<file path="config.mk">
export PLATFORM = sky130hd
export DESIGN_NAME = digit_scan_decoder4
export DESIGN_NICKNAME = d
export VERILOG_FILES = /design/src/rtl/digit_scan_pkg.sv /design/src/rtl/digit_scan_decoder4_dec2to4.sv /design/src/rtl/digit_scan_decoder4.sv
export SDC_FILE = /design/constraint.sdc
export NUM_CORES = 1
export LEC_CHECK = 0
export ABC_AREA = 0
export ABC_CLOCK_PERIOD_IN_PS = 3600
export BUFFER_PORTS_ARGS = -buffer_cell sky130_fd_sc_hd__buf_2
export CORE_MARGIN = 3
export CORE_UTILIZATION = 45
export CTS_CLUSTER_SIZE = 16
export DETAILED_ROUTE_END_ITERATION = 16
export HOLD_SLACK_MARGIN = 0.03
export PLACE_DENSITY = 0.67
export SETUP_SLACK_MARGIN = 0.02
export SYNTH_ARGS = -nofsm -noshare
export SYNTH_HDL_FRONTEND = slang
export SYNTH_SLANG_ARGS = --single-unit
export TNS_END_PERCENT = 50
</file>
<file path="constraint.sdc">
create_clock -name clk -period 3.6 [get_ports clk]
set_input_delay 0.18 -clock clk [delete_from_list [all_inputs] [get_ports clk]]
set_output_delay 0.18 -clock clk [all_outputs]
set_load 0.02 [all_outputs]
</file>
<file path="src/rtl/digit_scan_pkg.sv">
// Shared types and the hex-to-segment table for the 4-digit display scanner.
// Segment vectors are active-high, ordered {g,f,e,d,c,b,a}.
package digit_scan_pkg;

    localparam int NUM_DIGITS = 4;

    typedef logic [6:0] seg_t;
    typedef logic [1:0] dig_idx_t;

    function automatic seg_t hex7(input logic [3:0] nib);
        seg_t s;
        case (nib)
            4'h0: s = 7'b0111111;
            4'h1: s = 7'b0000110;
            4'h2: s = 7'b1011011;
            4'h3: s = 7'b1001111;
            4'h4: s = 7'b1100110;
            4'h5: s = 7'b1101101;
            4'h6: s = 7'b1111101;
            4'h7: s = 7'b0000111;
            4'h8: s = 7'b1111111;
            4'h9: s = 7'b1101111;
            4'hA: s = 7'b1110111;
            4'hB: s = 7'b1111100;
            4'hC: s = 7'b0111001;
            4'hD: s = 7'b1011110;
            4'hE: s = 7'b1111001;
            default: s = 7'b1110001;
        endcase
        return s;
    endfunction

endpackage

</file>
<file path="src/rtl/digit_scan_decoder4_dec2to4.sv">
// Combinational 2-to-4 one-hot decoder with enable (active-high output).
// Ports: idx - digit index in; en - 0 forces all outputs low; onehot - decoded select.
module dec2to4
    import digit_scan_pkg::*;
(
    input  dig_idx_t   idx,
    input  logic       en,
    output logic [3:0] onehot
);

    always_comb begin
        onehot = '0;
        if (en) begin
            onehot[idx] = 1'b1;
        end
    end

endmodule

</file>
<file path="src/rtl/digit_scan_decoder4.sv">
// 4-digit multiplexed 7-segment display driver.
// A prescaler advances the digit index every REFRESH_DIV cycles; the selected
// nibble of the displayed value is decoded onto seg and the index onto an.
// New data is staged in a shadow register and only adopted at a frame
// boundary (index wrap 3->0), so a frame never mixes old and new digits.
// Ports: clk, rst (async active-high), en_i (scan enable, 0 blanks),
//        load_i (capture strobe), data_i (nibble k -> digit k),
//        an (anode select), seg ({g,f,e,d,c,b,a}), dig_idx, frame_done.
// Optional: define LEADING_ZERO_BLANK_EN to blank leading-zero digits 3..1.
module digit_scan_decoder4
    import digit_scan_pkg::*;
#(
    parameter int REFRESH_DIV    = 100000,
    parameter bit ACTIVE_LOW_AN  = 1'b1,
    parameter bit ACTIVE_LOW_SEG = 1'b1
) (
    input  logic        clk,
    input  logic        rst,
    input  logic        en_i,
    input  logic        load_i,
    input  logic [15:0] data_i,
    output logic [3:0]  an,
    output logic [6:0]  seg,
    output logic [1:0]  dig_idx,
    output logic        frame_done
);

    localparam int CW = (REFRESH_DIV > 1) ? $clog2(REFRESH_DIV) : 1;
    localparam logic [CW-1:0] LAST    = CW'(REFRESH_DIV - 1);
    localparam logic [3:0]    AN_OFF  = {4{ACTIVE_LOW_AN}};
    localparam seg_t          SEG_OFF = {7{ACTIVE_LOW_SEG}};

    logic [CW-1:0] cnt_q, cnt_d;
    dig_idx_t      idx_q, idx_d;
    logic [15:0]   shadow_q, shadow_d;
    logic [15:0]   disp_q, disp_d;
    logic          pend_q, pend_d;
    logic          tick, boundary;
    logic [3:0]    nib;
    logic [3:0]    show;
    logic [3:0]    onehot;
    logic [3:0]    an_d;
    seg_t          seg_d;

    always_comb begin
        tick     = en_i && (cnt_q == LAST);
        cnt_d    = (!en_i || tick) ? '0 : cnt_q + CW'(1);
        idx_d    = !en_i ? '0 : (tick ? idx_q + 2'd1 : idx_q);
        boundary = tick && (idx_q == 2'd3);

        shadow_d = load_i ? data_i : shadow_q;
        disp_d   = disp_q;
        pend_d   = pend_q;
        if (boundary) begin
            // A load coinciding with the boundary bypasses the shadow so it
            // appears in the frame that starts now.
            if (load_i) begin
                disp_d = data_i;
            end else if (pend_q) begin
                disp_d = shadow_q;
            end
            pend_d = 1'b0;
        end else if (load_i) begin
            pend_d = 1'b1;
        end

        nib = disp_d[{idx_d, 2'b00} +: 4];

`ifdef LEADING_ZERO_BLANK_EN
        // A digit is shown if it or any more significant nibble is nonzero.
        show[3] = |disp_d[15:12];
        show[2] = show[3] | (|disp_d[11:8]);
        show[1] = show[2] | (|disp_d[7:4]);
        show[0] = 1'b1;
`else
        show = '1;
`endif

        an_d  = onehot ^ AN_OFF;
        seg_d = (en_i ? hex7(nib) : seg_t'(0)) ^ SEG_OFF;
    end

    dec2to4 u_dec (
        .idx    (idx_d),
        .en     (en_i & show[idx_d]),
        .onehot (onehot)
    );

    always_ff @(posedge clk or posedge rst) begin
        if (rst) begin
            cnt_q      <= '0;
            idx_q      <= '0;
            shadow_q   <= '0;
            disp_q     <= '0;
            pend_q     <= 1'b0;
            frame_done <= 1'b0;
            an         <= AN_OFF;
            seg        <= SEG_OFF;
            dig_idx    <= '0;
        end else begin
            cnt_q      <= cnt_d;
            idx_q      <= idx_d;
            shadow_q   <= shadow_d;
            disp_q     <= disp_d;
            pend_q     <= pend_d;
            frame_done <= boundary;
            an         <= an_d;
            seg        <= seg_d;
            dig_idx    <= idx_d;
        end
    end

endmodule

</file>
==> results of run 1 <==
-- registers in the layout, indices dropped and copies added (netlist names) --
name,cells
pend_q,1
frame_done,1
seg,7
cnt_q,17
idx_q,2
shadow_q,16
disp_q,16
an,4
-- per-stage QoR --
stage | cells | setup WS, ps | hold slack (ps)
5_1_grt | 435 | 22.5 | 58.2
2_1_floorplan | 296 | 452 | 297
3_5_place_dp | 419 | 275 | 418
4_1_cts | 435 | 260 | 52.8
6_report | 435 | 240 | 57.5
3_3_place_gp | 419 | 389 | 405
-- critical path, cell delays in order, from the launching register on --
cell and delay, ps:
sky130_fd_sc_hd__dfrtp_1 390, sky130_fd_sc_hd__ha_2 240, sky130_fd_sc_hd__nand4_2 210, sky130_fd_sc_hd__nor4b_4 430
sky130_fd_sc_hd__mux2i_2 340, sky130_fd_sc_hd__buf_4 180, sky130_fd_sc_hd__nand2b_1 190, sky130_fd_sc_hd__o22ai_1 80
sky130_fd_sc_hd__or3b_1 480, sky130_fd_sc_hd__inv_1 150, sky130_fd_sc_hd__ha_1 210, sky130_fd_sc_hd__mux2_4 160
sky130_fd_sc_hd__nor3b_1 40, sky130_fd_sc_hd__a41oi_2 180
-- cell type report --
cell class | count | area [µm²] | area share [%]
Tap cell | 96 | 120 | 3.20
Inverter | 9 | 33.8 | 0.900
Sequential cell | 64 | 1620 | 43.0
Multi-Input combinational cell | 210 | 1590 | 42.4
Timing Repair Buffer | 40 | 218 | 5.80
Clock inverter | 6 | 35.0 | 0.934
Clock buffer | 10 | 138 | 3.67
-- worst paths after layout --
kind | startpoint | endpoint | slack [ps] | depth (start not counted)
worst max-delay path | cnt_q[0] | seg[3] | 240 | 13
max in group asynchronous | rst | shadow_q[10] | 2710 | 3
worst min-delay path | data_i[1] | shadow_q[1] | 60 | 2
min in group asynchronous | rst | cnt_q[13] | 100 | 2
worst min register to register | cnt_q[0] | cnt_q[0] | 490 | 1
worst max register to register | cnt_q[0] | seg[3] | 240 | 13
-- layer usage --
metal,global-route usage (%),vias to the layer above,share of wire [%]
li1,-,1150,-
met1,23.9,1165,47
met2,27.8,48,48
met3,3.48,7,4.1
met4,7.41,0,0.90
met5,0,-,0
-- cell families (layout without fill, tap and decap cells) --
| family | after synthesis | after routing | share of synthesized area (%) |
|---|---|---|---|
| AO/OA/AOI/OAI | 57 | 57 | 14.9 |
| XOR/XNOR | 14 | 14 | 3.72 |
| adder cells (fa/ha/maj) | 8 | 8 | 3.04 |
| buffers and inverters | 22 | 65 | 3.23 |
| flip-flops | 64 | 64 | 49.1 |
| multiplexers | 20 | 20 | 6.77 |
| AND/OR/NAND/NOR | 111 | 111 | 19.3 |
-- cell usage in the layout, fill, tap and decap left out, types with 3 or more instances in the layout --
cell,instances
sky130_fd_sc_hd__dfrtp_1,53
sky130_fd_sc_hd__nor2_1,33
sky130_fd_sc_hd__buf_2,33
sky130_fd_sc_hd__nand2_1,23
sky130_fd_sc_hd__mux2_2,14
sky130_fd_sc_hd__nand3_1,12
sky130_fd_sc_hd__xor2_1,11
sky130_fd_sc_hd__dfstp_2,11
sky130_fd_sc_hd__a22oi_1,10
sky130_fd_sc_hd__clkbuf_8,10
sky130_fd_sc_hd__a32oi_1,9
sky130_fd_sc_hd__inv_1,8
sky130_fd_sc_hd__ha_1,7
sky130_fd_sc_hd__buf_4,7
sky130_fd_sc_hd__nor2b_1,6
sky130_fd_sc_hd__nand2b_1,6
sky130_fd_sc_hd__a31oi_1,6
sky130_fd_sc_hd__a21oi_1,6
sky130_fd_sc_hd__and2_1,5
sky130_fd_sc_hd__o221a_2,5
sky130_fd_sc_hd__clkinv_2,4
sky130_fd_sc_hd__a21o_1,3
sky130_fd_sc_hd__mux2i_1,3
sky130_fd_sc_hd__o211ai_1,3
sky130_fd_sc_hd__xnor2_1,3
-- power by group through the flow --
| stage | logic, mW | clock network (mW) | registers [mW] |
|---|---|---|---|
| 6_report | 0.0849 | 0.541 | 0.760 |
| 3_3_place_gp | 0.0845 | 0 | 0.771 |
| 2_1_floorplan | 0.0497 | 0 | 0.774 |
| 3_5_place_dp | 0.0863 | 0 | 0.772 |
| 5_1_grt | 0.0948 | 0.580 | 0.762 |
| 4_1_cts | 0.0869 | 0.553 | 0.760 |
==> run summary, run 1 <==
TIMING
-------------------------------------------------------------------------------------------
Hold Fails Final Rpt                                                                      0
Tcrit/Tclk final                                                                      93.3%
Min Clock Period, post-route                                                        3360 ps
Final setup viols                                                                         0
Worst slew margin relative to its limit                                               30.0%
Number of max-slew violations in the final report                                         0
Setup repair after global routing missed its margin                                   false
FMAX                                                                                298 MHz
Post-Route Setup TNS                                                                   0 ps
Clk_skew                                                                            14.0 ps
Worst-Margin Slew                                                                   1050 ps

GRT
-------------------------------------------------------------------------------------------
Number of antenna violations at the first check in global routing                         0
Total track usage                                                                     17.7%
Vias in the first global route                                                        2,418
Remaining global-route overflow                                                           0
Pin count of the biggest net entering global routing                                     51
First-pass GRT wire length                                                        11,800 µm

DETAILED ROUTING
-------------------------------------------------------------------------------------------
Number of vias per cell                                                                5.45
Post-detailed-route DRC marker count                                                      0
Final routed wirelength across all metal layers                                     6990 µm
Total number of vias                                                                  2,370
Detail-routed net length per standard cell                                          16.1 µm
DRT Pass-1 Iters                                                                          4
Antenna-violating nets left                                                               0
Number of design-rule violations left by the first detailed-router iteration            144

PWR
-------------------------------------------------------------------------------------------
Leakage                                                                             1.75 nW
Combinational share of power                                                           6.1%
Switching pwr                                                                      0.342 mW
Clock share of power                                                                  39.0%
Sequential power share                                                                54.8%
Pwr Density                                                                      369 nW/µm²
VDD IR-drop max                                                                    0.283 mV
Switching Share                                                                       24.7%
Internal power                                                                      1.04 mW
Total design power                                                                  1.39 mW

FLOW RUN
-------------------------------------------------------------------------------------------
Maximum capacitance violations                                                            0

MIN PATH
-------------------------------------------------------------------------------------------
Tightest Hold Check Type                                                       input pin to flop

SETUP PATH
-------------------------------------------------------------------------------------------
Critical path endpoint category                                                        flop
Signal arrival time at the worst endpoint                                           3620 ps
Biggest fanout along the worst timing path                                                6
Required time worst endpoint                                                        3860 ps
Worst Setup Path Type                                                          flop to flop
Nature of the critical path startpoint                                                 flop

SYNTH
-------------------------------------------------------------------------------------------
Most used standard cells in the synthesized netlist                            sky130_fd_sc_hd__dfrtp_1, sky130_fd_sc_hd__nor2_1, sky130_fd_sc_hd__nand2_1, sky130_fd_sc_hd__mux2_2, sky130_fd_sc_hd__nand3_1
Count of distinct cell types in the synthesized netlist                                  57
Syn_nets                                                                                324
EDFF count, synth                                                                         0
Share of synthesized area occupied by flip-flops and latches                          49.1%
Average instance area after synthesis                                              11.1 µm²
Most repeated cell in the gate-level netlist after synthesis                   sky130_fd_sc_hd__dfrtp_1
Post-synth top area share                                                             40.3%
Ys async rst share                                                                     100%
Prevailing post-synth register cell                                            sky130_fd_sc_hd__dfrtp_1
Netlist area before placement                                                      3290 µm²
Cell taking the most area after synthesis                                      sky130_fd_sc_hd__dfrtp_1
Cells after synthesis                                                                   296
Dominant cells by area after synthesis                                         sky130_fd_sc_hd__dfrtp_1, sky130_fd_sc_hd__dfstp_2, sky130_fd_sc_hd__mux2_2, sky130_fd_sc_hd__nor2_1, sky130_fd_sc_hd__ha_1
Warnings from Yosys                                                                       0
Synth Register Bits                                                                      64

RUN STATUS
-------------------------------------------------------------------------------------------
Outcome                                                                        finished, final reports clean

FINISH
-------------------------------------------------------------------------------------------
Relative area change from synthesis to final layout                                   14.0%
# diodes                                                                                  0
Count of nets after finishing                                                           362
Cell area after layout                                                             3750 µm²
Fraction of final layout cells with drive strength greater than 1                     32.2%
Fillcell total                                                                          617
Final Util                                                                            54.0%

FLOORPLAN
-------------------------------------------------------------------------------------------
Die Area                                                                           8380 µm²
Effective utilization at floorplan                                                    47.4%
Core Footprint                                                                     6940 µm²
Die Width                                                                           91.5 µm
Row Count                                                                                30
IO Count                                                                                 34
Die height                                                                          91.5 µm

CLOCK TREE
-------------------------------------------------------------------------------------------
Buffer depth of the longest clock path                                                    2
Clock tree from TritonCTS                                                              done
Count of H-tree levels built during CTS                                                   3
Clock network latency to the later pin of the worst-skew pair                        350 ps
Hold buffer count at cts                                                                  0
Buffers inserted by post-CTS timing repair                                                0
Total clock sinks                                                                        64
Reg clk slew, reported paths                                                          80 ps
Count of instances resized after the clock tree is built                                  0
Number of buffers created by CTS                                                          9
Root buffer selected by CTS                                                    sky130_fd_sc_hd__clkbuf_8

PLACEMENT
-------------------------------------------------------------------------------------------
Routability congestion estimate from global placement                                 0.811
Post-detail-place hpwl                                                              4850 µm
Count of input and output buffers                                                        33
Placement-stage cell area                                                          3560 µm²

Power figures use the tool's default switching activity.
==> run 2: changes to the inputs <==
Settings changed: CORE_UTILIZATION 45 to 59, PLACE_DENSITY 0.67 to 0.83.
==> run summary, run 2 (synthesis results as in run 1) <==
GRT
-------------------------------------------------------------------------------------------
Vias in the first global route                                                        2,373   was 2,418
Pin count of the biggest net entering global routing                                     38   was 51
Number of antenna violations at the first check in global routing                         0   unchanged
Remaining global-route overflow                                                           0   unchanged
Total track usage                                                                     24.0%   was 17.7%
First-pass GRT wire length                                                        11,600 µm   was 11,800 µm

SETUP PATH
-------------------------------------------------------------------------------------------
Critical path endpoint category                                                        flop   unchanged
Worst Setup Path Type                                                          flop to flop   unchanged
Nature of the critical path startpoint                                                 flop   unchanged
Crit path launch                                                                   cnt_q[0]   unchanged
Biggest fanout along the worst timing path                                                7   was 6
Source of the worst register-to-register timing path                               cnt_q[0]   unchanged
Signal arrival time at the worst endpoint                                           3640 ps   was 3620 ps
Required time worst endpoint                                                        3830 ps   was 3860 ps

FLOORPLAN
-------------------------------------------------------------------------------------------
Die Area                                                                           6510 µm²   was 8380 µm²
Effective utilization at floorplan                                                    62.9%   was 47.4%
IO Count                                                                                 34   unchanged
Row Count                                                                                26   was 30
Die height                                                                          80.7 µm   was 91.5 µm
Core Footprint                                                                     5240 µm²   was 6940 µm²
Die Width                                                                           80.7 µm   was 91.5 µm

CLOCK TREE
-------------------------------------------------------------------------------------------
Buffer depth of the longest clock path                                                    2   unchanged
Root buffer selected by CTS                                                    sky130_fd_sc_hd__clkbuf_8   unchanged
Clock network latency to the later pin of the worst-skew pair                        340 ps   was 350 ps
Count of H-tree levels built during CTS                                                   3   unchanged
Number of buffers created by CTS                                                          9   unchanged
Total clock sinks                                                                        64   unchanged
Reg clk slew, reported paths                                                          70 ps   was 80 ps
Clock tree from TritonCTS                                                              done   unchanged

FINISH
-------------------------------------------------------------------------------------------
Fillcell total                                                                          396   was 617
Area occupied by multi-input gates                                                 1600 µm²   was 1590 µm²
Most used cells in the layout excluding fill and tap cells                     sky130_fd_sc_hd__dfrtp_1, sky130_fd_sc_hd__nor2_1, sky130_fd_sc_hd__buf_2   unchanged
Final non-filler cell total                                                             410   was 435
Largest register FFs                                                                     17   unchanged
# diodes                                                                                  0   unchanged
Cell area after layout                                                             3750 µm²   about the same
Count of nets after finishing                                                           363   was 362
Relative area change from synthesis to final layout                                   13.9%   was 14.0%
Biggest register                                                                      cnt_q   unchanged
Register area                                                                      1620 µm²   unchanged
Leading cell type in the layout, fill and taps excluded                        sky130_fd_sc_hd__dfrtp_1   unchanged
Largest registers in the final layout                                          cnt_q: 17 flops, disp_q: 16 flops, shadow_q: 16 flops   unchanged
Fraction of final layout cells with drive strength greater than 1                     31.8%   was 32.2%
Final Util                                                                            71.6%   was 54.0%

TIMING
-------------------------------------------------------------------------------------------
Tcrit/Tclk final                                                                      94.7%   was 93.3%
Post-Route Setup TNS                                                                   0 ps   unchanged
FMAX                                                                                293 MHz   was 298 MHz
Setup repair after global routing missed its margin                                   false   unchanged
Clk_skew                                                                            7.20 ps   was 14.0 ps
Hold Fails Final Rpt                                                                      0   unchanged
Worst slew margin relative to its limit                                               51.6%   was 30.0%
Final setup viols                                                                         0   unchanged
Worst-Margin Slew                                                                    723 ps   was 1050 ps
Number of max-slew violations in the final report                                         0   unchanged
Min Clock Period, post-route                                                        3410 ps   was 3360 ps

FLOW RUN
-------------------------------------------------------------------------------------------
Maximum capacitance violations                                                            0   unchanged

PLACEMENT
-------------------------------------------------------------------------------------------
Placement-stage cell area                                                          3520 µm²   was 3560 µm²
Placed Cells incl. Taps                                                                 392   was 419
Post-detail-place hpwl                                                              4980 µm   was 4850 µm
Count of input and output buffers                                                        33   unchanged
Routability congestion estimate from global placement                                 0.840   was 0.811

DETAILED ROUTING
-------------------------------------------------------------------------------------------
Total number of vias                                                                  2,516   was 2,370
Post-detailed-route DRC marker count                                                      0   unchanged
DRT Pass-1 Iters                                                                          4   unchanged
Antenna-violating nets left                                                               0   unchanged
Number of design-rule violations left by the first detailed-router iteration            183   was 144
Number of vias per cell                                                                6.14   was 5.45
Detail-routed net length per standard cell                                          17.5 µm   was 16.1 µm
Final routed wirelength across all metal layers                                     7170 µm   was 6990 µm

PWR
-------------------------------------------------------------------------------------------
Combinational share of power                                                           6.1%   about the same
Switching Share                                                                       23.3%   was 24.7%
Internal power                                                                      1.08 mW   was 1.04 mW
VDD IR-drop max                                                                    0.280 mV   was 0.283 mV
Clock share of power                                                                  40.2%   was 39.0%
Sequential power share                                                                53.7%   was 54.8%
Total design power                                                                  1.41 mW   was 1.39 mW
Pwr Density                                                                      377 nW/µm²   was 369 nW/µm²
Switching pwr                                                                      0.330 mW   was 0.342 mW
Leakage                                                                             1.77 nW   was 1.75 nW

MIN PATH
-------------------------------------------------------------------------------------------
Tightest Hold Check Type                                                       input pin to flop   unchanged
Hold path startpoint                                                              data_i[0]   was data_i[1]

RUN STATUS
-------------------------------------------------------------------------------------------
Outcome                                                                        finished, final reports clean   unchanged

## run 2: changes by cell type in the layout (fill, tap and decap cells not counted), sizes merged
cell         delta
clkinv          -1
clkinvlp        -2
clkbuf          +3
dlygate4sd3     +1
## run 2: area by class of cell
class | instances | share of cell area [%]
clock buffer | 13 | 4.51
clock inverter | 3 | 0.401
inverter | 9 | 0.901
multi-input combinational | 210 | 42.7
sequential | 64 | 43.1
tap | 70 | 2.34
timing repair buffer | 41 | 6.07
## run 2: power groups by stage
stage / clock (mW) / combinational [mW] / sequential [mW]
detailed placement: 0 / 0.0853 / 0.772
finish: 0.569 / 0.0862 / 0.760
CTS: 0.573 / 0.0869 / 0.760
global route: 0.617 / 0.0947 / 0.762
global placement: 0 / 0.0827 / 0.770
floorplan: 0 / 0.0497 / 0.774
## run 2: routing by layer
layer / global-route usage (%) / up-vias / share of wire, %
met5: 0 / - / 0
met4: 9.46 / 0 / 1.8
met3: 5.49 / 12 / 5.6
met2: 37.8 / 90 / 49
met1: 32.1 / 1262 / 43
li1: - / 1152 / -
## run 2: worst paths after layout
check | end | slack (ps) | depth (start not counted)
min | shadow_q[0] | 50 | 2
max in group asynchronous | an[3] | 2260 | 4
max reg2reg | seg[3] | 190 | 13
min reg2reg | shadow_q[11] | 510 | 1
min in group asynchronous | cnt_q[4] | 440 | 3
max | seg[3] | 190 | 13
## run 2: timing repair
action                                  4_1_cts  5_1_grt
resized for setup                             0        8
endpoints found under the setup margin        0        3
hold buffers                                  1        0
hold endpoints to repair                     20        0
setup buffers                                 0        1
## run 2: worst max-delay path, stage by stage (launching register included)
cell,delay (ps)
sky130_fd_sc_hd__dfrtp_1,410
sky130_fd_sc_hd__ha_2,260
sky130_fd_sc_hd__nand4_2,220
sky130_fd_sc_hd__nor4b_4,430
sky130_fd_sc_hd__mux2i_2,400
sky130_fd_sc_hd__buf_4,210
sky130_fd_sc_hd__a21oi_1,50
sky130_fd_sc_hd__a21oi_1,160
sky130_fd_sc_hd__mux2_2,270
sky130_fd_sc_hd__inv_1,100
sky130_fd_sc_hd__ha_1,240
sky130_fd_sc_hd__mux2_4,270
sky130_fd_sc_hd__nor3b_1,230
sky130_fd_sc_hd__a41oi_2,60
## run 2: metrics by stage
step                worst slack (ps)  hold WS, ps
floorplan                        452          297
global placement                 386          267
detailed placement               194          267
CTS                              184         47.0
global route                    12.7         58.3
finish                           191         53.7
